[config.mk]
export PLATFORM = sky130hd
export DESIGN_NAME = dtw_channel_scheduler
export DESIGN_NICKNAME = d
export VERILOG_FILES = /design/src/rtl/dtw_pkg.sv /design/src/rtl/rr_arbiter.sv /design/src/rtl/dtw_channel_scheduler.sv
export SDC_FILE = /design/constraint.sdc
export NUM_CORES = 1
export LEC_CHECK = 0
export CAP_MARGIN = 20
export CORE_ASPECT_RATIO = 0.8
export CORE_MARGIN = 3
export CORE_UTILIZATION = 55
export CTS_BUF_LIST = sky130_fd_sc_hd__clkbuf_4
export CTS_CLUSTER_DIAMETER = 80
export CTS_CLUSTER_SIZE = 10
export DETAILED_ROUTE_END_ITERATION = 10
export PLACE_DENSITY = 0.89
export SYNTH_ARGS = -nofsm -noshare
export SYNTH_HDL_FRONTEND = slang
export SYNTH_SLANG_ARGS = --single-unit
[constraint.sdc]
create_clock -name clk -period 5.3 [get_ports clk]
set_clock_uncertainty 0.05 [all_clocks]
set_input_delay 0.795 -clock clk [delete_from_list [all_inputs] [get_ports clk]]
set_output_delay 0.795 -clock clk [all_outputs]
set_load 0.02 [all_outputs]
[src/rtl/dtw_pkg.sv]
// Shared types and helpers for the dtw channel scheduler and its arbiter.
package dtw_pkg;

    typedef enum logic [1:0] {
        IDLE  = 2'd0,
        GRANT = 2'd1,
        RUN   = 2'd2,
        DRAIN = 2'd3
    } sched_state_t;

    // All-ones value of the given width, returned zero-extended to 64 bits.
    function automatic logic [63:0] score_max(input int width);
        logic [63:0] val;
        if (width >= 64) begin
            val = '1;
        end else begin
            val = (64'd1 << width) - 64'd1;
        end
        return val;
    endfunction

endpackage

[src/rtl/rr_arbiter.sv]
// Combinational round-robin arbiter: first requester at or after ptr wins,
// searching upward and wrapping to 0.
module rr_arbiter #(
    parameter int N = 4,
    localparam int W = (N > 1) ? $clog2(N) : 1
) (
    input  logic [N-1:0] req,
    input  logic [W-1:0] ptr,
    output logic [N-1:0] grant,
    output logic [W-1:0] idx,
    output logic         any
);

    always_comb begin
        int j;
        grant = '0;
        idx   = '0;
        any   = 1'b0;
        j     = 0;
        for (int i = 0; i < N; i++) begin
            j = int'(ptr) + i;
            if (j >= N) begin
                j = j - N;
            end
            if (!any && req[W'(j)]) begin
                any          = 1'b1;
                grant[W'(j)] = 1'b1;
                idx          = W'(j);
            end
        end
    end

endmodule

[src/rtl/dtw_channel_scheduler.sv]
// Time-shares one dtw engine across N_CH channels: round-robin grant, sample
// streaming from the reference/camera RAMs, watchdog abort and tagged result.
module dtw_channel_scheduler
    import dtw_pkg::*;
#(
    parameter int N_CH       = 4,
    parameter int DATA_WIDTH = 10,
    parameter int SIZE       = 20,
    parameter int TIMEOUT    = 4096,
    localparam int AW = $clog2(N_CH * SIZE),
    localparam int CW = $clog2(N_CH)
) (
    input  logic                  clk,
    input  logic                  rst,
    input  logic [N_CH-1:0]       ch_req,
    output logic [N_CH-1:0]       ch_ack,
    output logic [AW-1:0]         ref_addr,
    input  logic [DATA_WIDTH-1:0] ref_rdata,
    output logic [AW-1:0]         cam_addr,
    input  logic [DATA_WIDTH-1:0] cam_rdata,
    output logic                  eng_ready,
    output logic [DATA_WIDTH-1:0] eng_refer,
    output logic [DATA_WIDTH-1:0] eng_camera,
    input  logic                  eng_ready_refer,
    input  logic                  eng_ready_camera,
    input  logic                  eng_done,
    input  logic [DATA_WIDTH-1:0] eng_score,
    output logic                  res_valid,
    output logic [CW-1:0]         res_ch,
    output logic [DATA_WIDTH-1:0] res_score,
    output logic                  res_err,
    output logic                  busy
);

    localparam int IW = $clog2(SIZE);
    localparam int WW = $clog2(TIMEOUT);
    localparam logic [IW-1:0]         IDX_LAST      = IW'(SIZE - 1);
    localparam logic [WW-1:0]         WDOG_LAST     = WW'(TIMEOUT - 1);
    localparam logic [AW-1:0]         SIZE_A        = AW'(SIZE);
    localparam logic [CW-1:0]         CH_LAST       = CW'(N_CH - 1);
    localparam logic [DATA_WIDTH-1:0] SCORE_TIMEOUT = DATA_WIDTH'(score_max(DATA_WIDTH));

    sched_state_t          state_reg, state_next;
    logic [CW-1:0]         cur_reg, cur_next;
    logic [N_CH-1:0]       cur_oh_reg, cur_oh_next;
    logic [CW-1:0]         rr_ptr_reg, rr_ptr_next;
    logic [IW-1:0]         ref_idx_reg, ref_idx_next;
    logic [IW-1:0]         cam_idx_reg, cam_idx_next;
    logic [WW-1:0]         wdog_reg, wdog_next;
    logic [AW-1:0]         ref_addr_reg, ref_addr_next;
    logic [AW-1:0]         cam_addr_reg, cam_addr_next;
    logic [DATA_WIDTH-1:0] res_score_reg, res_score_next;
    logic                  res_err_reg, res_err_next;

    logic [N_CH-1:0] arb_grant;
    logic [CW-1:0]   arb_idx;
    logic            arb_any;
    logic            in_run, svc_ref, svc_cam;
    logic [AW-1:0]   ref_addr_now, cam_addr_now;

    rr_arbiter #(.N(N_CH)) u_arb (
        .req   (ch_req),
        .ptr   (rr_ptr_reg),
        .grant (arb_grant),
        .idx   (arb_idx),
        .any   (arb_any)
    );

    assign in_run       = (state_reg == RUN);
    assign svc_ref      = in_run & eng_ready_refer;
    assign svc_cam      = in_run & eng_ready_camera;
    assign ref_addr_now = AW'(cur_reg) * SIZE_A + AW'(ref_idx_reg);
    assign cam_addr_now = AW'(cur_reg) * SIZE_A + AW'(cam_idx_reg);

    // The RAM keeps re-reading the last requested address, so its output
    // doubles as the held sample until the engine asks for the next one.
    assign ref_addr   = svc_ref ? ref_addr_now : ref_addr_reg;
    assign cam_addr   = svc_cam ? cam_addr_now : cam_addr_reg;
    assign eng_refer  = ref_rdata;
    assign eng_camera = cam_rdata;

    assign eng_ready = in_run;
    assign busy      = (state_reg != IDLE);
    assign res_valid = (state_reg == DRAIN);
    assign ch_ack    = res_valid ? cur_oh_reg : '0;
    assign res_ch    = cur_reg;
    assign res_score = res_score_reg;
    assign res_err   = res_err_reg;

    always_comb begin
        state_next     = state_reg;
        cur_next       = cur_reg;
        cur_oh_next    = cur_oh_reg;
        rr_ptr_next    = rr_ptr_reg;
        ref_idx_next   = ref_idx_reg;
        cam_idx_next   = cam_idx_reg;
        wdog_next      = wdog_reg;
        ref_addr_next  = ref_addr_reg;
        cam_addr_next  = cam_addr_reg;
        res_score_next = res_score_reg;
        res_err_next   = res_err_reg;

        case (state_reg)
            IDLE: begin
                if (|ch_req) begin
                    state_next = GRANT;
                end
            end
            GRANT: begin
                // A request withdrawn before the grant simply returns to IDLE.
                if (arb_any) begin
                    cur_next     = arb_idx;
                    cur_oh_next  = arb_grant;
                    ref_idx_next = '0;
                    cam_idx_next = '0;
                    wdog_next    = '0;
                    state_next   = RUN;
                end else begin
                    state_next = IDLE;
                end
            end
            RUN: begin
                wdog_next = wdog_reg + 1'b1;
                if (svc_ref) begin
                    ref_addr_next = ref_addr_now;
                    if (ref_idx_reg != IDX_LAST) begin
                        ref_idx_next = ref_idx_reg + 1'b1;
                    end
                end
                if (svc_cam) begin
                    cam_addr_next = cam_addr_now;
                    if (cam_idx_reg != IDX_LAST) begin
                        cam_idx_next = cam_idx_reg + 1'b1;
                    end
                end
                if (eng_done) begin
                    res_score_next = eng_score;
                    res_err_next   = 1'b0;
                    state_next     = DRAIN;
                end else if (wdog_reg == WDOG_LAST) begin
                    res_score_next = SCORE_TIMEOUT;
                    res_err_next   = 1'b1;
                    state_next     = DRAIN;
                end
            end
            DRAIN: begin
                rr_ptr_next = (cur_reg == CH_LAST) ? '0 : cur_reg + 1'b1;
                state_next  = IDLE;
            end
            default: state_next = IDLE;
        endcase
    end

    always_ff @(posedge clk or posedge rst) begin
        if (rst) begin
            state_reg     <= IDLE;
            cur_reg       <= '0;
            cur_oh_reg    <= '0;
            rr_ptr_reg    <= '0;
            ref_idx_reg   <= '0;
            cam_idx_reg   <= '0;
            wdog_reg      <= '0;
            ref_addr_reg  <= '0;
            cam_addr_reg  <= '0;
            res_score_reg <= '0;
            res_err_reg   <= 1'b0;
        end else begin
            state_reg     <= state_next;
            cur_reg       <= cur_next;
            cur_oh_reg    <= cur_oh_next;
            rr_ptr_reg    <= rr_ptr_next;
            ref_idx_reg   <= ref_idx_next;
            cam_idx_reg   <= cam_idx_next;
            wdog_reg      <= wdog_next;
            ref_addr_reg  <= ref_addr_next;
            cam_addr_reg  <= cam_addr_next;
            res_score_reg <= res_score_next;
            res_err_reg   <= res_err_next;
        end
    end

endmodule

Word-level counts from Yosys, hierarchy flattened
Cells that the tools add are included. Widths: inputs -> output; s select.

Add/sub/neg operators: 13. Multipliers: 1. Order comparisons: 12. Equal/unequal tests: 14. Muxes and demuxes: 58. Bitwise gates (word level): 5. Reduce and logical (&&, ||, !) cells: 21.

Operators with widths (number): $mux 2 (13); $mux 5 (5); $pmux 12 s2 (1); $mux 10 (2); $mux 4 (5); $pmux 5 s2 (2); $mux 1 (18); $lt 2x4->1 const B (4); $add 7x5->7 (2); $mux 7 (2); $add 12x1->12 const B (1); $eq 12x12->1 const B (1); $mux 12 (1); $or 4x4->4 (3); $add 5x1->5 const B (2); $ne 5x5->1 const B (2); $ge 3x3->1 const B (3); $bmux 1 s2 (4); $demux 1 s2 (4); $ge 2x1->1 const B (4); $ne 2x1->1 const B (4); $pmux 2 s4 (1); $reduce_and 2->1 (4); $reduce_and 4->1 (2); 16 further kinds (34).

Flip-flop bits (word level): 57. Input bits: 39. Logic and storage cells: 135.

Logic depth before layout (Yosys ltp)
Gate-level depths: netlist of run 1.

Word-level depth: 17. Depth in mapped cells: 9. Mapped depth without buffers: 7.

By module
From an unflattened synthesis of run 1, not the netlist that was laid out.

Cell total of the unflattened synthesis: 382. Area total of the unflattened synthesis: 3617.2 sq um.

By module, submodules not included: dtw_channel_scheduler (times used 1, cells each 319, area each 3116.7 sq um, seq. area each 1426.4 sq um); rr_arbiter (times used 1, cells each 63, area each 500.5 sq um, seq. area each 0.0 sq um).

Worst setup path before layout of run 1
No wires, ideal clock.

Kind: register to output. Start: register cur_reg[0], in the netlist res_ch[0]. End: output ref_addr[6]. Arrival: 1877 ps. Required time: 4455 ps. Path slack: 2578 ps. Stages on the path, launching flop included: 7. Path through: dfrtp_1 > ha_1 > inv_1 > fa_1 > nor2b_1 > o21ai_0 > o21ai_0.

Longest elaborated chain between the ends: 3.

RTL lines: start: declaration (line dtw_channel_scheduler.sv:44) `logic [CW-1:0] cur_reg, cur_next;`; start signal: assignment (line dtw_channel_scheduler.sv:169) `cur_reg <= cur_next;`; $mul 2x3->5 (line dtw_channel_scheduler.sv:72) `assign ref_addr_now = AW'(cur_reg) * SIZE_A + AW'(ref_idx_reg);`; $add 7x5->7 (line dtw_channel_scheduler.sv:72); $mux 7; end: declaration (line dtw_channel_scheduler.sv:17) `output logic [AW-1:0] ref_addr,`.

Every way passes these cells.

Worst setup path after layout of run 1
Start: register state_reg[0]. End: output ref_addr[1].

Longest elaborated chain between the ends: 3.

RTL lines: start: declaration (line dtw_channel_scheduler.sv:43) `sched_state_t state_reg, state_next;`; start signal: assignment (line dtw_channel_scheduler.sv:168) `state_reg <= state_next;`; $eq 2x2->1 (line dtw_channel_scheduler.sv:69) `assign in_run = (state_reg == RUN);`; $and 1x1->1 (line dtw_channel_scheduler.sv:70) `assign svc_ref = in_run & eng_ready_refer;`; $mux 7.

Every way passes these cells.

==> impl_metrics.json, run 1 <==
{
  "status": "completed",
  "io_pins": 93,
  "drt-initial-drc-count": 263,
  "syn_avg_cell_area_um2": 9.54,
  "fmax_mhz": 268,
  "yosys.area.top_type": "dfrtp_1",
  "row_count": 25,
  "hold_start": "wdog_reg[10]",
  "clockRootBuffer": "clkbuf_4",
  "die_area_um2": 7510,
  "p_int_mw": 1.25,
  "layout.cells.non_filler": 489,
  "grt_pass1_wl_um": 13500,
  "cts_buffer_depth": 2,
  "antenna_cells": 0,
  "postCtsResizedCells": 0,
  "yosysMostFrequentCell": "dfrtp_1",
  "synth-edff-count": 0,
  "grt_max_degree": 58,
  "synth.distinct_cells": 59,
  "num_vias": 2882,
  "synth_top_area_frac": 0.399,
  "clk_latency_ns": 0.40,
  "fin_util": 0.670,
  "yosysSeqAreaShare": 0.399,
  "place.gp.congestion": 0.890,
  "min_path_type": "reg -> reg",
  "ir_drop_mv": 0.268,
  "startpoint": "state_reg[0]",
  "post-dp-hpwl_um": 5580,
  "p_clk_frac": 0.135,
  "cp_max_fo": 22,
  "cts_sinks": 57,
  "antenna_found_initial": 0,
  "synthesis.area_um2": 3580,
  "power.leakage_nw": 1.75,
  "hold_buffers": 0,
  "postCtsSetupRepairBufs": 0,
  "power_switching_mw": 0.953,
  "p_sw_frac": 0.433,
  "die_w_um": 96.2,
  "cellPowerDensity_nw_per_um2": 538,
  "synth_fp_nets": 434,
  "synth_ff_type": "dfrtp_1",
  "numCtsBuffers": 9,
  "crit_required_ns": 4.45,
  "grt_usage": 0.227,
  "core-area_um2": 6100,
  "layout.nets": 462,
  "period_share": 0.704,
  "fin_tns_setup_ns": 0,
  "routed_wl_um": 7860,
  "dp_cells": 473,
  "netlist_top_cells_area": "dfrtp_1 (40%), ha_1 (6.3%), o21ai_0 (5.7%)",
  "routed_via_density": 5.89,
  "min_period_ns": 3.73,
  "drive_gt1_frac": 0.100,
  "arrival_ns": 2.89,
  "critPathKind": "reg -> out",
  "worst_pin_slew_ns": 0.797,
  "yosys_warnings": 0,
  "wl_per_cell_um": 16.1,
  "portBuffers": 52,
  "hold_viol_final": 0,
  "setup_violations": 0,
  "grtUsageMet1": 0.313,
  "use_met2": 0.339,
  "grtUsageMet3": 0.0680,
  "reg2reg_from": "rr_ptr_reg[0]",
  "largest_reg_flops": 12,
  "relSlewSlack": 0.462,
  "fillCellCount": 472,
  "cts_tree": "done",
  "htree_levels": 3,
  "start_util": 0.586,
  "synthToLayoutAreaGrowth_pct": 14.3,
  "synth_cells": 375,
  "clk_pin_slew_ns": 0.09,
  "grt_pass1_vias": 2794,
  "seq_power_share": 0.329,
  "end_kind": "output pin",
  "die_height_um": 78.1,
  "critPathLaunchType": "flip-flop",
  "cap_viol_max_count": 0,
  "ys_async_sr_fraction": 1.00,
  "grt_busiest_layer": "met2",
  "overflow": 0,
  "drtPass1Iterations": 7,
  "grt_setup_unrepaired": "no",
  "slew_violations": 0,
  "power_frac_comb": 0.536,
  "synth-seq-cells": 57,
  "ant_nets": 0,
  "synthTopCellsByCount": "dfrtp_1 (57), o21ai_0 (41), nand2_1 (38)",
  "drcViolationCount": 0
}
==> final timing paths <==
| kind | endpoint | slack (ns) | cells after the start |
|---|---|---|---|
| max in group asynchronous | state_reg[0] | 3.87 | 3 |
| min in group asynchronous | cam_addr_reg[1] | 0.83 | 3 |
| max reg2reg | cur_oh_reg[2] | 2.09 | 7 |
| min | wdog_reg[10] | 0.43 | 1 |
| min reg2reg | wdog_reg[10] | 0.43 | 1 |
| max | ref_addr[1] | 1.57 | 5 |
==> critical path, stage by stage, from the launching register on <==
cell and delay [ns]:
dfrtp_1 0.45, nand2b_2 0.36, inv_4 0.25, nand2_1 0.44, mux2_2 0.37, clkdlybuf4s50_1 0.62
==> final cells by class <==
| type | instances | area (um^2) | area share |
|---|---|---|---|
| clock buffer | 9 | 67.6 | 0.0165 |
| clock inverter | 7 | 61.3 | 0.0150 |
| inverter | 12 | 47.5 | 0.0116 |
| multi-input combinational | 269 | 1850 | 0.452 |
| sequential | 57 | 1430 | 0.349 |
| tap | 81 | 101 | 0.0248 |
| timing repair buffer | 54 | 536 | 0.131 |
==> logic make-up after synthesis <==
logic type	count (synthesis)	share of synthesized area
simple gates	115	0.159
compound gates	101	0.181
flops	57	0.399
buf+inv	49	0.0857
mux	25	0.0822
fa+ha+maj	20	0.0742
xor+xnor	8	0.0196
==> placed cells by master, fill, tap and decap left out, types with 11 or more instances in the layout <==
cell type,instances
dfrtp_1,57
clkdlybuf4s50_1,52
o21ai_0,41
nand2_1,38
nor2_1,26
ha_1,18
a21oi_1,15
mux2_2,13
nand3_1,11
o22a_1,11
==> metrics by stage <==
stage	power (mW)	worst slack (ns)	hold WS, ns	cell area (um^2)
3_5_place_dp	1.90	1.70	0.410	3960
2_1_floorplan	1.53	2.58	0.388	3580
5_1_grt	2.37	1.35	0.456	4090
3_3_place_gp	1.85	1.76	0.402	3960
4_1_cts	2.21	1.57	0.429	4090
6_report	2.20	1.57	0.425	4090
==> power groups by stage <==
| stage | registers [mW] | clock network, mW | logic, mW |
|---|---|---|---|
| 2_1_floorplan | 0.731 | 0 | 0.799 |
| 3_3_place_gp | 0.718 | 0 | 1.14 |
| 3_5_place_dp | 0.728 | 0 | 1.17 |
| 4_1_cts | 0.720 | 0.307 | 1.18 |
| 5_1_grt | 0.745 | 0.329 | 1.30 |
| 6_report | 0.722 | 0.297 | 1.18 |
==> metal layers <==
metal | vias up | share of wire
li1 | 1396 | -
met1 | 1387 | 0.45
met2 | 76 | 0.48
met4 | 0 | 0.015
met3 | 23 | 0.048
met5 | - | 0
No activity file was read; power rests on OpenSTA's default activity.
==> inputs of run 2 (changes only) <==
--- a/config.mk
+++ b/config.mk
@@ -8,12 +8,12 @@
 export CAP_MARGIN = 20
 export CORE_ASPECT_RATIO = 0.8
 export CORE_MARGIN = 3
-export CORE_UTILIZATION = 55
+export CORE_UTILIZATION = 51
 export CTS_BUF_LIST = sky130_fd_sc_hd__clkbuf_4
 export CTS_CLUSTER_DIAMETER = 80
 export CTS_CLUSTER_SIZE = 10
 export DETAILED_ROUTE_END_ITERATION = 10
-export PLACE_DENSITY = 0.89
+export PLACE_DENSITY = 0.83
 export SYNTH_ARGS = -nofsm -noshare
 export SYNTH_HDL_FRONTEND = slang
 export SYNTH_SLANG_ARGS = --single-unit
==> constraint.sdc (replaced) <==
create_clock -name clk -period 3.9 [get_ports clk]
set_clock_uncertainty 0.05 [all_clocks]
set_input_delay 0.585 -clock clk [delete_from_list [all_inputs] [get_ports clk]]
set_output_delay 0.585 -clock clk [all_outputs]
set_load 0.02 [all_outputs]
==> run 2 against run 1 <==
Routed wire length is 1.1% higher. Sequential power rose by 31%. Clock-buffer cell count increased by 2. Sequential share of layout area up 0.11 points. Register-to-register slack got worse by 0.97 ns. Clock power is 17% higher. Largest cell class unchanged.
==> impl_metrics.json, run 2 (synthesis results as in run 1) <==
{
  "drt-initial-drc-count": 168,
  "min_path_type": "reg -> reg",
  "overflow": 0,
  "grt_pass1_wl_um": 13300,
  "power.leakage_nw": 1.74,
  "synthToLayoutAreaGrowth_pct": 14.0,
  "core-area_um2": 6600,
  "status": "completed",
  "arrival_ns": 2.84,
  "routed_via_density": 5.83,
  "numCtsBuffers": 9,
  "r2r_setup_slack_ns": 1.12,
  "fin_tns_setup_ns": 0,
  "slew_violations": 0,
  "grt_setup_unrepaired": "no",
  "post-dp-hpwl_um": 5880,
  "hold_viol_final": 0,
  "end_kind": "output pin",
  "routed_wl_um": 7950,
  "layout_common_cells": "dfrtp_1 (57), clkdlybuf4s50_1 (52), o21ai_0 (41), nand2_1 (38), nor2_1 (26)",
  "worst_pin_slew_ns": 0.788,
  "reg2reg_from": "rr_ptr_reg[1]",
  "critPathKind": "reg -> out",
  "antenna_cells": 0,
  "portBuffers": 52,
  "num_vias": 2875,
  "ir_drop_mv": 0.253,
  "start_util": 0.541,
  "htree_levels": 3,
  "largest_reg_flops": 12,
  "min_period_ns": 3.47,
  "clockRootBuffer": "clkbuf_4",
  "whs_ns": 0.430,
  "grt_max_degree": 38,
  "antenna_found_initial": 0,
  "p_sw_frac": 0.439,
  "grt_usage": 0.209,
  "final_common_cell": "dfrtp_1",
  "seq_power_share": 0.323,
  "clk_latency_ns": 0.40,
  "cap_viol_max_count": 0,
  "clk_pin_slew_ns": 0.09,
  "hold_start": "wdog_reg[10]",
  "cp_max_fo": 22,
  "place.gp.congestion": 0.958,
  "critPathLaunchType": "flip-flop",
  "reg2regPathDepth": 7,
  "fillCellCount": 556,
  "relSlewSlack": 0.473,
  "postCtsSetupRepairBufs": 0,
  "grt_pass1_vias": 2797,
  "die_w_um": 99.6,
  "drive_gt1_frac": 0.103,
  "r2r-end": "cur_oh_reg[2]",
  "p_clk_frac": 0.119,
  "cts_sinks": 57,
  "hold_buffers": 0,
  "row_count": 26,
  "period_share": 0.891,
  "min_to": "wdog_reg[10]",
  "layout.nets": 463,
  "drtPass1Iterations": 4,
  "cts_buffer_depth": 2,
  "setup_violations": 0,
  "die_area_um2": 8060,
  "cts_tree": "done",
  "crit_required_ns": 3.26,
  "p_int_mw": 1.65,
  "cellPowerDensity_nw_per_um2": 720,
  "power_frac_comb": 0.558,
  "fmax_mhz": 288,
  "drcViolationCount": 0,
  "power_switching_mw": 1.29,
  "wl_per_cell_um": 16.1,
  "worstHoldPathCells": 1,
  "die_height_um": 80.9,
  "io_pins": 93,
  "ant_nets": 0,
  "postCtsResizedCells": 0
}
## run 2: cell types whose count changed in the layout (fill, tap and decap cells not counted), sizes merged
cell	previous run	this run
bufinv	1	0
clkbuf	9	11
clkinv	5	4
buf	2	3
## run 2: power by group through the flow
stage | Clock, mW | Sequential (mW) | Combinational [mW]
2_1_floorplan | 0 | 0.993 | 1.09
3_3_place_gp | 0 | 0.945 | 1.58
3_5_place_dp | 0 | 0.958 | 1.64
4_1_cts | 0.363 | 0.946 | 1.65
5_1_grt | 0.389 | 0.975 | 1.80
6_report | 0.348 | 0.948 | 1.64
## run 2: how the worst max path moves through the flow
stage / from / to / slack [ns] / cells past startpoint
2_1_floorplan: res_ch[0] / ref_addr[6] / 1.39 / 6
3_3_place_gp: eng_ready_refer / ref_addr[1] / 0.78 / 4
3_5_place_dp: eng_ready_refer / ref_addr[1] / 0.73 / 4
4_1_cts: state_reg[0] / ref_addr[1] / 0.40 / 5
5_1_grt: state_reg[0] / ref_addr[3] / 0.18 / 5
6_report: state_reg[0] / ref_addr[1] / 0.43 / 5
## run 2: per-layer routing
layer  up-vias  global-route usage  part of all wire
li1       1389                   -                 -
met1      1392               0.276              0.45
met2        81               0.327              0.48
met3        13              0.0730             0.067
met4         0              0.0573             0.011
met5         -                   0                 0
## run 2: layout make-up
class	count	area, um^2	area share
clock buffer	11	82.6	0.0203
clock inverter	5	22.5	0.00553
sequential	57	1430	0.350
inverter	12	47.5	0.0117
tap	84	105	0.0258
multi-input combinational	269	1850	0.453
timing repair buffer	55	543	0.133
## run 2: stage by stage
step / util / worst slack (ns) / area [um^2] / total power [mW] / cells
6_report: 0.617 / 0.427 / 4080 / 2.94 / 493
3_3_place_gp: 0.601 / 0.777 / 3970 / 2.53 / 477
5_1_grt: 0.617 / 0.183 / 4080 / 3.16 / 493
4_1_cts: 0.617 / 0.399 / 4080 / 2.96 / 493
3_5_place_dp: 0.601 / 0.732 / 3970 / 2.60 / 477
2_1_floorplan: - / 1.39 / 3580 / 2.08 / 375
## run 2: worst max-delay path, stage by stage (launching register included)
cell and delay [ns]:
dfrtp_1 0.44, nand2b_2 0.35, inv_4 0.23, nand2_1 0.43, mux2_2 0.37, clkdlybuf4s50_1 0.62
